$ cat src/rtl/acq_sequencer.sv
// Ultrasound shot controller: fire pulse, wait dead time, capture N samples, then hand the
// single RAM address port over to the host for readout.
module acq_sequencer #(
  parameter int ADDRSIZE  = 7,
  parameter int PULSE_LEN = 4,
  parameter int DELAY_W   = 8
) (
  input  logic                clk,
  input  logic                reset,
  input  logic                start,
  input  logic [DELAY_W-1:0]  delay_cfg,
  input  logic [ADDRSIZE:0]   nsample_cfg,
  output logic                pulse_out,
  output logic                en_write,
  output logic [ADDRSIZE-1:0] ram_addr,
  input  logic                rd_req,
  input  logic [ADDRSIZE-1:0] rd_addr,
  output logic                rd_valid,
  output logic                busy,
  output logic                done
);

  localparam int PW    = $clog2(PULSE_LEN + 1);
  localparam int CNT_W = (DELAY_W > PW) ? DELAY_W : PW;
  localparam logic [ADDRSIZE:0] DEPTH = {1'b1, {ADDRSIZE{1'b0}}};

  typedef enum logic [2:0] {IDLE, PULSE, DELAY, ACQ, READ} state_t;

  state_t                state_reg, state_next;
  logic [CNT_W-1:0]      cnt_reg, cnt_next;
  logic [ADDRSIZE-1:0]   addr_reg, addr_next;
  logic [ADDRSIZE-1:0]   last_reg, last_next;
  logic [DELAY_W-1:0]    delay_reg, delay_next;
  logic                  done_reg, done_next;
  logic                  rd_valid_reg, rd_valid_next;
  logic                  accept;
  logic [ADDRSIZE:0]     n_clamp;

  always_ff @(posedge clk) begin
    if (reset) begin
      state_reg    <= IDLE;
      cnt_reg      <= '0;
      addr_reg     <= '0;
      last_reg     <= '0;
      delay_reg    <= '0;
      done_reg     <= 1'b0;
      rd_valid_reg <= 1'b0;
    end else begin
      state_reg    <= state_next;
      cnt_reg      <= cnt_next;
      addr_reg     <= addr_next;
      last_reg     <= last_next;
      delay_reg    <= delay_next;
      done_reg     <= done_next;
      rd_valid_reg <= rd_valid_next;
    end
  end

  // Effective sample count: 0 behaves as 1, anything beyond the RAM depth is clamped.
  always_comb begin
    n_clamp = nsample_cfg;
    if (nsample_cfg == '0)
      n_clamp = {{ADDRSIZE{1'b0}}, 1'b1};
    else if (nsample_cfg > DEPTH)
      n_clamp = DEPTH;
  end

  always_comb begin
    state_next    = state_reg;
    cnt_next      = cnt_reg;
    addr_next     = addr_reg;
    last_next     = last_reg;
    delay_next    = delay_reg;
    done_next     = 1'b0;
    rd_valid_next = 1'b0;
    pulse_out     = 1'b0;
    en_write      = 1'b0;
    busy          = 1'b0;
    ram_addr      = '0;
    accept        = start && (state_reg == IDLE || state_reg == READ);

    if (accept) begin
      state_next = PULSE;
      cnt_next   = '0;
      addr_next  = '0;
      delay_next = delay_cfg;
      last_next  = ADDRSIZE'(n_clamp - 1'b1);
    end

    case (state_reg)
      PULSE: begin
        pulse_out = 1'b1;
        busy      = 1'b1;
        if (cnt_reg == CNT_W'(PULSE_LEN - 1)) begin
          cnt_next   = '0;
          addr_next  = '0;
          state_next = (delay_reg == '0) ? ACQ : DELAY;
        end else begin
          cnt_next = cnt_reg + 1'b1;
        end
      end
      DELAY: begin
        busy = 1'b1;
        if (cnt_reg + CNT_W'(1) == CNT_W'(delay_reg)) begin
          cnt_next   = '0;
          state_next = ACQ;
        end else begin
          cnt_next = cnt_reg + 1'b1;
        end
      end
      ACQ: begin
        busy     = 1'b1;
        en_write = 1'b1;
        ram_addr = addr_reg;
        if (addr_reg == last_reg) begin
          state_next = READ;
          done_next  = 1'b1;
        end else begin
          addr_next = addr_reg + 1'b1;
        end
      end
      READ: begin
        ram_addr = rd_addr;
        // A new shot takes priority over a simultaneous read request.
        rd_valid_next = rd_req && !start;
      end
      default: ;
    endcase

    done     = done_reg;
    rd_valid = rd_valid_reg;
  end

endmodule

$ cat config.mk
export PLATFORM = sky130hd
export DESIGN_NAME = acq_sequencer
export DESIGN_NICKNAME = d
export VERILOG_FILES = /design/src/rtl/acq_sequencer.sv
export SDC_FILE = /design/constraint.sdc
export NUM_CORES = 1
export LEC_CHECK = 0
export BUFFER_PORTS_ARGS = -buffer_cell sky130_fd_sc_hd__clkbuf_2
export CAP_MARGIN = 20
export CORE_ASPECT_RATIO = 0.8
export CORE_UTILIZATION = 50
export DETAILED_ROUTE_END_ITERATION = 8
export GPL_TIMING_DRIVEN = 0
export PLACE_DENSITY = 0.73
export SETUP_SLACK_MARGIN = 0.2
export SLEW_MARGIN = 20
export SYNTH_ARGS = -nofsm -noshare
export SYNTH_HDL_FRONTEND = slang
export SYNTH_SLANG_ARGS = --single-unit
export TNS_END_PERCENT = 20
$ cat constraint.sdc
create_clock -name clk -period 3.2 [get_ports clk]
set_input_delay 0.32 -clock clk [delete_from_list [all_inputs] [get_ports clk]]
set_output_delay 0.32 -clock clk [all_outputs]
set_load 0.05 [all_outputs]
# After elaboration in Yosys (flattened, before gate mapping)
# Cells that the tools add are included.
[op_classes] addsub=3 n_lt_le_gt_ge=1 n_eq_ne=7 muxes=21 bitwise_logic=2 n_reduce_logical=11
[op_table] op="two-way mux 7 bit" n=5
[op_table] op="case mux 7 bit (2 select lines)" n=2
[op_table] op="two-way mux 8 bit" n=3
[op_table] op="zero test 8 bit" n=2
[op_table] op="case mux 8 bit (2 select lines)" n=1
[op_table] op="two-way mux 3 bit" n=4
[op_table] op="case mux 3 bit (3 select lines)" n=1
[op_table] op="adder 8 x 1 -> 8 bit, second input constant" n=1
[op_table] op="equality test 8 x 2 -> 1 bit, second input constant" n=1
[op_table] op="equality test 8 bit" n=1
[op_table] op="greater-than comparator 8 bit, second input constant" n=1
[op_table] op="adder 7 x 1 -> 7 bit, second input constant" n=1
[op_table] op="equality test 7 bit" n=1
[op_table] op="subtractor 7 x 1 -> 7 bit, second input constant" n=1
[op_table] op="equality test 3 x 2 -> 1 bit, second input constant" n=2
[op_table] op="two-way mux 1 bit" n=5
[op_table] op="OR reduction 2 bit" n=2
[op_table] op="equality test 3 x 1 -> 1 bit, second input constant" n=1
[op_table] op="equality test 3 bit, second input constant" n=1
[op_table] op="zero test 3 bit" n=1
[op_table] op="nonzero test 3 bit" n=1
[op_table] op="OR reduction 3 bit" n=1
[op_table] op="logical AND 1 bit" n=2
[op_table] op="inverter 1 bit" n=2
[op_table] op="other kinds (2)" n=2
[word_totals] reg_bits=35 input_bits=27 out_inout_bits=12 word_cells=52

# Logic depth before layout (Yosys ltp)
[logic_depth] word_depth=6 depth_mapped=10

# Least setup slack after synthesis
# OpenSTA, ideal clock, no wires.
[synth_timing] path_type="reg2out" start="register state_reg[1]" end="output ram_addr[0]" arrival_time_ps=1822 t_required_ps=2880 setup_slack_ps=1058 stages_incl_launch_ff=5 cell_sequence="dfxtp_1 -> nand2_1 -> nor2_1 -> clkbuf_1 -> a22o_1"
[synth_via] elab_chain_len=2 elab_cells_between_ends=3 cone_classes="eq/ne (2); mux (1)"
[synth_lines] element="from (decl)" line="29" text="state_t state_reg, state_next;"
[synth_lines] element="from (signal assigned)" line="49" text="state_reg <= state_next;"
[synth_lines] element="equality test 3 bit or equality test 3 x 2 -> 1 bit (tied branches)" line="90" text="case (state_reg)"
[synth_lines] element="case mux 7 bit (2 select lines) (*)" line="90"
[synth_lines] element="to (decl)" line="15" text="output logic [ADDRSIZE-1:0] ram_addr,"
# Mark *: on every way between the ends. The rest lies on a longest branch, timed or not.

# Final worst setup path
[layout_timing] start="register state_reg[1]" end="output ram_addr[4]"
# Same word-level chain as after synthesis.

==> run_results.csv <==
group,metric,value,unit
run_status,outcome,"complete, no violations",
worst_setup_path,r2r-start,"cnt_reg[0]$_SDFFE_PP0P_",
finish,final_nets,339,
synthesis,synthTopCellsByArea,"dfxtp_1, nand2_1, a21oi_1, xor2_1, xnor2_1",
floorplanning,die_w,75.3,µm
floorplanning,core,3950,µm²
clock_network,htreeDepth,2,
clock_network,cts-buffers-inserted,5,
worst_setup_path,r2r_end,"addr_reg[0]$_SDFF_PP0_",
synthesis,synth_edf_count,0,
clock_network,clock_sinks,35,
synthesis,ys_ff_latch,35,
worst_setup_path,crit_end,"ram_addr[4]",
floorplanning,initial_utilization,54.4,%
synthesis,syn_inst,264,
clock_network,post-cts-setup-buffers,0,
synthesis,ys_warn_count,0,
clock_network,cts_root_buf,"clkbuf_8",
synthesis,synth_nets,294,
clock_network,clockBufferDepth,2,
sta,skew,0.00657,ns
finish,fin_area,2540,µm²
synthesis,synth_async_sr_flop_share,0,%
worst_setup_path,critPathKind,"reg -> out",
worst_setup_path,path_max_fanout,10,
sta,worst_slew_pin_slew,0.570,ns
worst_setup_path,crit_required,2.88,ns
worst_setup_path,endpoint_kind,"output pin",
pwr,power_density,447,nW/µm²
flow_run,maxCapViolCount,0,
synthesis,synthXorXnorAreaFrac,10.2,%
synthesis,avgSynthCellArea,8.14,µm²
placed_design,portBuffers,38,
finish,stdcell_count,365,
synthesis,synth-simple-area-share,27.1,%
clock_network,cts_resized,0,
floorplanning,ios,39,
sta,setup-violations-final,0,
worst_setup_path,r2r_slack,0.92,ns
sta,final.setup.tns,0,ns
synthesis,synth-compound-area-share,22.3,%
grt,gr-usage-all-layers,25.7,%
placed_design,dp_cells,357,
finish,area_growth_syn_to_layout,18.4,%
worst_setup_path,cp-start-kind,"register",
worst_setup_path,arrival,1.96,ns
routing,remaining_drc_errors,0,
clock_network,cts_tree,"done",
grt,overflow,0,
placed_design,gp_congestion,0.807,
floorplanning,dieArea,4570,µm²
pwr,leakagePower,1.05,nW
sta,slew-limit-headroom,62.0,%
worst_setup_path,ff2ff_path_depth,7,
finish,num_antenna_cells,0,
finish,final_util,64.4,%
routing,firstDrtPassIters,4,
synthesis,ys_types,54,
routing,drtIter0Drc,163,
pwr,ir_drop,226,µV
synthesis,synth_top_area_share,32.6,%
synthesis,synth.area.mux_share,1.86,%
sta,slew_violations,0,
grt,grt_pass1_vias,1807,
clock_network,clk_pin_slew_worst_paths,0.07,ns
synthesis,ys_seq_area_share,32.6,%
synthesis,syn_area,2150,µm²
synthesis,synth_top_family_by_area,"simple AND/OR/NAND/NOR gates",
routing,final_antenna_net_count,0,
floorplanning,die_h,60.6,µm
clock_network,hold_buffers,0,
grt,antenna_found_initial,0,
sta,hold_viol,0,
routing,routed_wl,5.05,mm
sta,period_minus_slack,2.28,ns
floorplanning,fp-row-count,20,
grt,grt_max_degree,13,
sta,period_share,71.2,%
worst_hold_path,hold_class,"in -> reg",
synthesis,synthAdderAreaFrac,1.75,%
synthesis,dominantRegCellSynth,"dfxtp_1",
sta,fmax,439,MHz
finish,layout-drive-gt1-share,20.6,%
sta,holdWs,0.235,ns
clock_network,clock_latency,0.30,ns
routing,num_vias,2037,
placed_design,placed_cell_area,2410,µm²
synthesis,yosysTopAreaCell,"dfxtp_1",
grt,grt_first_pass_wirelength,8.62,mm
placed_design,dpl.hpwl,3.75,mm
routing,vias_per_cell,5.58,
sta,rsz0062_at_grt,"false",
routing,wl_per_cell,13.8,µm
worst_setup_path,startpoint,"state_reg[1]$_SDFF_PP0_",
[how the worst min path moves through the flow]
stage,start,endpoint,slack [ns],cells past startpoint
finish,delay_cfg[4],delay_reg[4]$_SDFFE_PP0P_,0.24,3
global route,delay_cfg[6],delay_reg[6]$_SDFFE_PP0P_,0.23,3
CTS,delay_cfg[4],delay_reg[4]$_SDFFE_PP0P_,0.23,3
detailed placement,last_reg[6]$_SDFFE_PP0P_,last_reg[6]$_SDFFE_PP0P_,0.46,2
global placement,last_reg[6]$_SDFFE_PP0P_,last_reg[6]$_SDFFE_PP0P_,0.46,2
floorplan,last_reg[6]$_SDFFE_PP0P_,last_reg[6]$_SDFFE_PP0P_,0.45,2
[through the flow]
step / setup slack (ns) / power, W
after floorplan: 1.06 / 0.000608
after global placement: 0.970 / 0.000661
after detailed placement: 0.893 / 0.000664
after CTS: 0.942 / 0.00114
after global routing: 0.732 / 0.00119
final: 0.921 / 0.00114
[per-layer routing]
layer  vias up  GRT usage, %  wire, µm
met5         -             0         0
met3         8          5.65       228
met4         0          8.73        73
li1       1045             -         -
met1       940          37.9      2700
met2        44          36.7      2060
[cell type report]
cell class | count | area, µm²
Clock inverter | 3 | 67.6
Fill cell | 391 | 1410
Inverter | 6 | 22.5
Buffer | 13 | 68.8
Clock buffer | 5 | 68.8
Multi-Input combinational cell | 210 | 1360
Tap cell | 55 | 68.8
Timing Repair Buffer | 38 | 190
Sequential cell | 35 | 701
[cells in the final DEF, fill, tap and decap left out, types with 2 or more instances in the layout]
cell type	count
or3_1	3
nor4_1	3
a32oi_1	2
buf_6	2
inv_1	5
nand3_1	8
clkbuf_2	38
and3_1	5
clkbuf_1	8
o21ai_1	8
nor3_1	8
a21oi_1	24
bufinv_16	2
o31ai_1	2
nor2b_1	3
o41ai_1	2
nand2_1	33
nor4_2	2
a21boi_1	2
a22o_1	7
o21ai_0	7
dfxtp_1	35
a211oi_1	3
xnor2_1	12
nor2_1	25
xor2_1	13
mux2i_1	4
and2_1	4
nand4_1	3
ha_1	3
nand3b_1	3
clkbuf_8	5
[worst max-delay path, stage by stage (launching register included)]
cell and delay [ns]:
dfxtp_1 0.47, nand2_1 0.11, nor2_1 0.18, clkbuf_1 0.41, a22o_1 0.22, clkbuf_2 0.27
[cell families (layout without fill, tap and decap cells)]
family	count (synthesis)	after routing
AND/OR/NAND/NOR	110	110
buffers and inverters	19	65
adder cells (fa/ha/maj)	3	3
AO/OA/AOI/OAI	68	68
multiplexers	4	4
XOR/XNOR	25	25
flip-flops	35	35
[synthesized netlist by cell type (2+ instances only)]
master and number:
a211oi_1 3, a32oi_1 2, nor2b_1 3, nand3_1 8, o21ai_0 7, buf_6 2, a21boi_1 2, nor4_2 2
inv_1 5, a21oi_1 24, xor2_1 13, nor2_1 25, mux2i_1 4, nand2_1 33, and2_1 4, nand3b_1 3
clkbuf_1 8, nor4_1 3, o41ai_1 2, and3_1 5, xnor2_1 12, dfxtp_1 35, nor3_1 8, or3_1 3
ha_1 3, a22o_1 7, o21ai_1 8, nand4_1 3, o31ai_1 2
[where the power goes]
group	internal (W)	total (W)	switching, W
Clock	0.000311	0.000480	0.000169
Combinational	0.0000690	0.000184	0.000115
Sequential	0.000454	0.000472	0.0000178
No activity file was read; power rests on OpenSTA's default activity.
